<file path="src/rtl/counter_param.sv">
`default_nettype none
// ============================================================================
// Module      : counter_param
// Description : Parameterised up/down counter with prescaler, wrap/saturate
//               modes, terminal-count pulse and sticky boundary flag.
// Revision    : 1.0 - initial release
// ============================================================================
module counter_param #(
    parameter int              WIDTH    = 4,
    parameter longint unsigned MAX_VAL  = (64'd1 << WIDTH) - 64'd1,
    parameter int              PRESCALE = 1
) (
    input  logic             clk,
    input  logic             reset,
    input  logic             count_en,
    input  logic             up_dn,
    input  logic             sat_mode,
    input  logic             clear,
    input  logic             load,
    input  logic [WIDTH-1:0] load_val,
    output logic [WIDTH-1:0] q_out,
    output logic             tc,
    output logic             ovf
);

    localparam int             c_pw         = (PRESCALE > 1) ? $clog2(PRESCALE) : 1;
    localparam logic [WIDTH-1:0] c_max      = WIDTH'(MAX_VAL);
    localparam logic [c_pw-1:0]  c_pre_last = c_pw'(PRESCALE - 1);

    generate
        if (WIDTH < 2 || WIDTH > 32) begin : g_bad_width
            $error("counter_param: WIDTH out of range 2..32");
        end
        if (MAX_VAL < 1 || MAX_VAL > ((64'd1 << WIDTH) - 64'd1)) begin : g_bad_max
            $error("counter_param: MAX_VAL out of range 1..2**WIDTH-1");
        end
        if (PRESCALE < 1 || PRESCALE > 256) begin : g_bad_prescale
            $error("counter_param: PRESCALE out of range 1..256");
        end
    endgenerate

    logic [c_pw-1:0] r_pre;
    logic            w_step;
    logic            w_at_bound;

    assign w_step     = count_en && (r_pre == c_pre_last);
    assign w_at_bound = up_dn ? (q_out == c_max) : (q_out == '0);

    always_ff @(posedge clk or posedge reset) begin
        if (reset) begin
            q_out <= '0;
            r_pre <= '0;
            tc    <= 1'b0;
            ovf   <= 1'b0;
        end else if (clear) begin
            q_out <= '0;
            r_pre <= '0;
            tc    <= 1'b0;
            ovf   <= 1'b0;
        end else if (load) begin
            q_out <= (load_val > c_max) ? c_max : load_val;
            r_pre <= '0;
            tc    <= 1'b0;
        end else begin
            tc <= 1'b0;
            if (count_en) begin
                r_pre <= w_step ? '0 : r_pre + 1'b1;
            end
            if (w_step) begin
                if (w_at_bound) begin
                    // Boundary hit: flag it, then either hold or jump to the opposite end.
                    tc  <= 1'b1;
                    ovf <= 1'b1;
                    if (!sat_mode) begin
                        q_out <= up_dn ? '0 : c_max;
                    end
                end else begin
                    q_out <= up_dn ? q_out + 1'b1 : q_out - 1'b1;
                end
            end
        end
    end

endmodule
`default_nettype wire

</file>
<file path="config.mk">
export PLATFORM = sky130hd
export DESIGN_NAME = counter_param
export DESIGN_NICKNAME = d
export VERILOG_FILES = /design/src/rtl/counter_param.sv
export SDC_FILE = /design/constraint.sdc
export NUM_CORES = 1
export LEC_CHECK = 0
export ABC_AREA = 1
export CORE_AREA = 4 4 41 43
export DETAILED_ROUTE_END_ITERATION = 8
export DIE_AREA = 0 0 45 47
export PLACE_DENSITY = 0.77
export SLEW_MARGIN = 30
export SYNTH_ARGS = -nofsm -noshare
export SYNTH_HDL_FRONTEND = slang
export SYNTH_SLANG_ARGS = --single-unit
</file>
<file path="constraint.sdc">
create_clock -name clk -period 1.5 [get_ports clk]
set_input_delay 0.375 -clock clk [delete_from_list [all_inputs] [get_ports clk]]
set_output_delay 0.375 -clock clk [all_outputs]
set_load 0.1 [all_outputs]
</file>
==> impl_results.md, run 1 <==
* Outcome: complete, no violations
* Fraction of layout cells with a size suffix above 1 at 32.4%
* DR DRC count at 0
* Post-route ant nets at 0
* N_diodes at 0
* Crit path DAT at 1.61 ns
* Maxcap violations at 0
* Post-layout power at roughly 830 uW
* Placed instance count at 113
* Die height at 47 um
* PortBufs at 16
* Crit-path cells: inv_4 > fa_2 > nand2_1 > nand3_1 > nand2_1 > o21a_1
* Pre-CTS setup slack at -0.430 ns
* Post-DR wirelength/cell at between 10 and 15 um
* Root Driver: clkbuf_4
* Syn-to-layout area delta at 69.6%
* Syn Area/Cell at ~6.9 um2
* WP buf/inv at 1
* Worst-path cell with the longest stage delay: fa_2
* Cell Pwr Density at 947 nW/um2
* CTS tree: done
* Total CTS buffers at 3
* Synth cell types at 20
* Clock skew at roughly 0.0068 ns
* Required @ worst endpoint at 1.64 ns
* FF+latch count, synth at 7
* CP endpoint kind: register
* PnR worst setup slack at around 0.023 ns
* Via Count at roughly 540
* Row count at 13
* Iter 0 DRT Violations at 10
* Final hold vios at 0
* Clock buffer depth at 2
* Rel. slew slack at around four fifths
* Die Wd at 45 um
* Vias per cell at about 4.6
* Worst skew pair latency at 0.25 ns
* Starting density of the core at between 30% and 40%
* Synth Instances at 75
* Commonest non-fill, non-tap cell in the layout: nand2_1
* Post-CTS Hold Buffers at 0
* Worst-path maximum fanout at 4
* Worst path most repeated cell: nand2_1
* Final net count at 117
* Largest delay share family, worst path: adder cells
* H-tree depth at 1
* Startpoint types: register
* Routed length on met1 at just over 500 um
* Final period util at 98.4%
* Synthesized Nets at 89
* Largest net degree at the start of global routing at 9
* Die area at ~2100 um2
* P_leak at 0.435 nW
* Core Util, Final at about 68%
* Vias in the first global route at approximately 530
* Beginning of the critical path: q_out[1]$_DFFE_PP0P_
* RR Startpoint: q_out[1]$_DFFE_PP0P_
* Slew of the pin with the lowest slew margin at 0.289 ns
* DR pass1 iterations at 4
* Register area share after synthesis at 33.8%
* Synth warn at 0
* Clock sink total at 7
* Detailed placement HPWL at approximately 1000 um
* Synthesized cell area at 518 um2
* Non-Filler Instances at about 120
* Hold Path Class: in -> async
* CP max stage delay at 0.53 ns
* IO Pins at 17
* Initial antenna violation count at 0
* Final setup fails at 0
* CP Class: reg -> reg
* Top sig layer: met3
* Commonest non-fill, non-tap cells in the layout: nand2_1 (24), clkdlybuf4s50_1 (9), nor2_1 (8), inv_1 (8)
* Final GP Congestion at just over 0.8
* Overflow after GRT at 0
* Gr usage total at 13.0%
* Post-CTS setup buffers at 0
* Min cycle time layout at 1.48 ns
* Routed wl met2 at 578 um
* WL final at about 1200 um
* Unrepaired setup endpoints after global routing: yes
* Clk slew on worst S/H paths at 0.06 ns
* Core ar. at 1300 um2
* Worst IR Drop VDD at 0.725 mV
* Pins Over Slew Limit at 0
* Routed wl met3 at 91 um
* Max Clock Freq at roughly 680 MHz
* First-pass GRT wire length at 2070 um
==> cells by family (layout without fill, tap and decap cells) <==
family	after synthesis	after routing	share of synthesized area (%)
and+or+nand+nor	46	46	39.9
buffers and inverters	11	38	7.97
DFF	7	7	33.8
AOI/OAI and AO/OA	6	6	6.28
adders and majority gates	3	3	8.70
xor gates and xnor gates	2	2	3.38
==> stage by stage <==
| stage | TNS (ns) | hold slack, ns | area, um2 |
|---|---|---|---|
| 2_1_floorplan | -0.228 | 0.178 | 546 |
| 3_5_place_dp | -1.91 | 0.508 | 837 |
| 4_1_cts | 0 | 0.371 | 863 |
| 6_report | 0 | 0.362 | 878 |
| 5_1_grt | -0.0237 | 0.388 | 878 |
| 3_3_place_gp | -1.87 | 0.492 | 837 |
==> path summary, 6_finish.rpt <==
path	endpoint	slack [ns]	cells past startpoint
setup / recovery	q_out[1]$_DFFE_PP0P_	0.02	6
hold reg to reg	r_pre$_DFFE_PP0P_	0.51	2
hold / removal	r_pre$_DFFE_PP0P_	0.36	2
min in group clk	r_pre$_DFFE_PP0P_	0.51	2
setup reg to reg	q_out[1]$_DFFE_PP0P_	0.02	6
max in group asynchronous	q_out[1]$_DFFE_PP0P_	0.88	2
==> layout make-up <==
cell class | instances | area (um2)
Inverter | 11 | 43.8
Fill cell | 117 | 423
Tap cell | 15 | 18.8
Timing Repair Buffer | 23 | 277
Multi-Input combinational cell | 57 | 324
Clock buffer | 3 | 22.5
Sequential cell | 7 | 188
Clock inverter | 1 | 5.00
==> timing repair <==
action | 4_1_cts | 5_1_grt
hold endpoints to repair | 0 | 0
endpoints found under the setup margin | 4 | 3
resized for setup | 1 | 5
pin swaps | 0 | 1
cloned | 0 | 0
==> Yosys cell counts <==
library cell / count / area share, %
nor2_2: 1 / 1.2
a21oi_1: 1 / 0.97
inv_1: 9 / 6.5
dfrtp_1: 7 / 34
ha_1: 2 / 4.8
fa_1: 1 / 3.9
inv_2: 2 / 1.4
xor2_1: 1 / 1.7
o21a_1: 1 / 1.4
nand3_2: 1 / 1.9
nor2_1: 9 / 6.5
nor4_1: 1 / 1.2
or2_1: 1 / 1.2
nand3_1: 6 / 5.8
o21ai_0: 2 / 1.9
o21ai_1: 2 / 1.9
nand2_2: 2 / 2.4
xnor2_1: 1 / 1.7
nand2_4: 1 / 2.2
nand2_1: 24 / 17
==> registers in the layout (all words and copies together) (netlist names) <==
register / count
r_pre: 1
ovf: 1
tc: 1
q_out: 4
==> power by group <==
group          switching [mW]  internal (mW)  leakage (nW)
Sequential             0.0292          0.213        0.0871
Clock                  0.0768         0.0977        0.0177
Combinational           0.239          0.175         0.331
==> layer usage <==
layer	track usage, %	vias to the layer above
li1	-	286
met1	15.2	235
met2	24.6	21
met3	1.92	0
met4	3.51	0
met5	0	-
No activity file was read; power rests on OpenSTA's default activity.
==> inputs of run 2 (changes only) <==
--- a/config.mk
+++ b/config.mk
@@ -10,7 +10,7 @@
 export DETAILED_ROUTE_END_ITERATION = 8
 export DIE_AREA = 0 0 45 47
 export PLACE_DENSITY = 0.77
-export SLEW_MARGIN = 30
+export SLEW_MARGIN = 20
 export SYNTH_ARGS = -nofsm -noshare
 export SYNTH_HDL_FRONTEND = slang
 export SYNTH_SLANG_ARGS = --single-unit
==> results of run 2 <==
Final layout, timing and power as in run 1 (identical DEF).
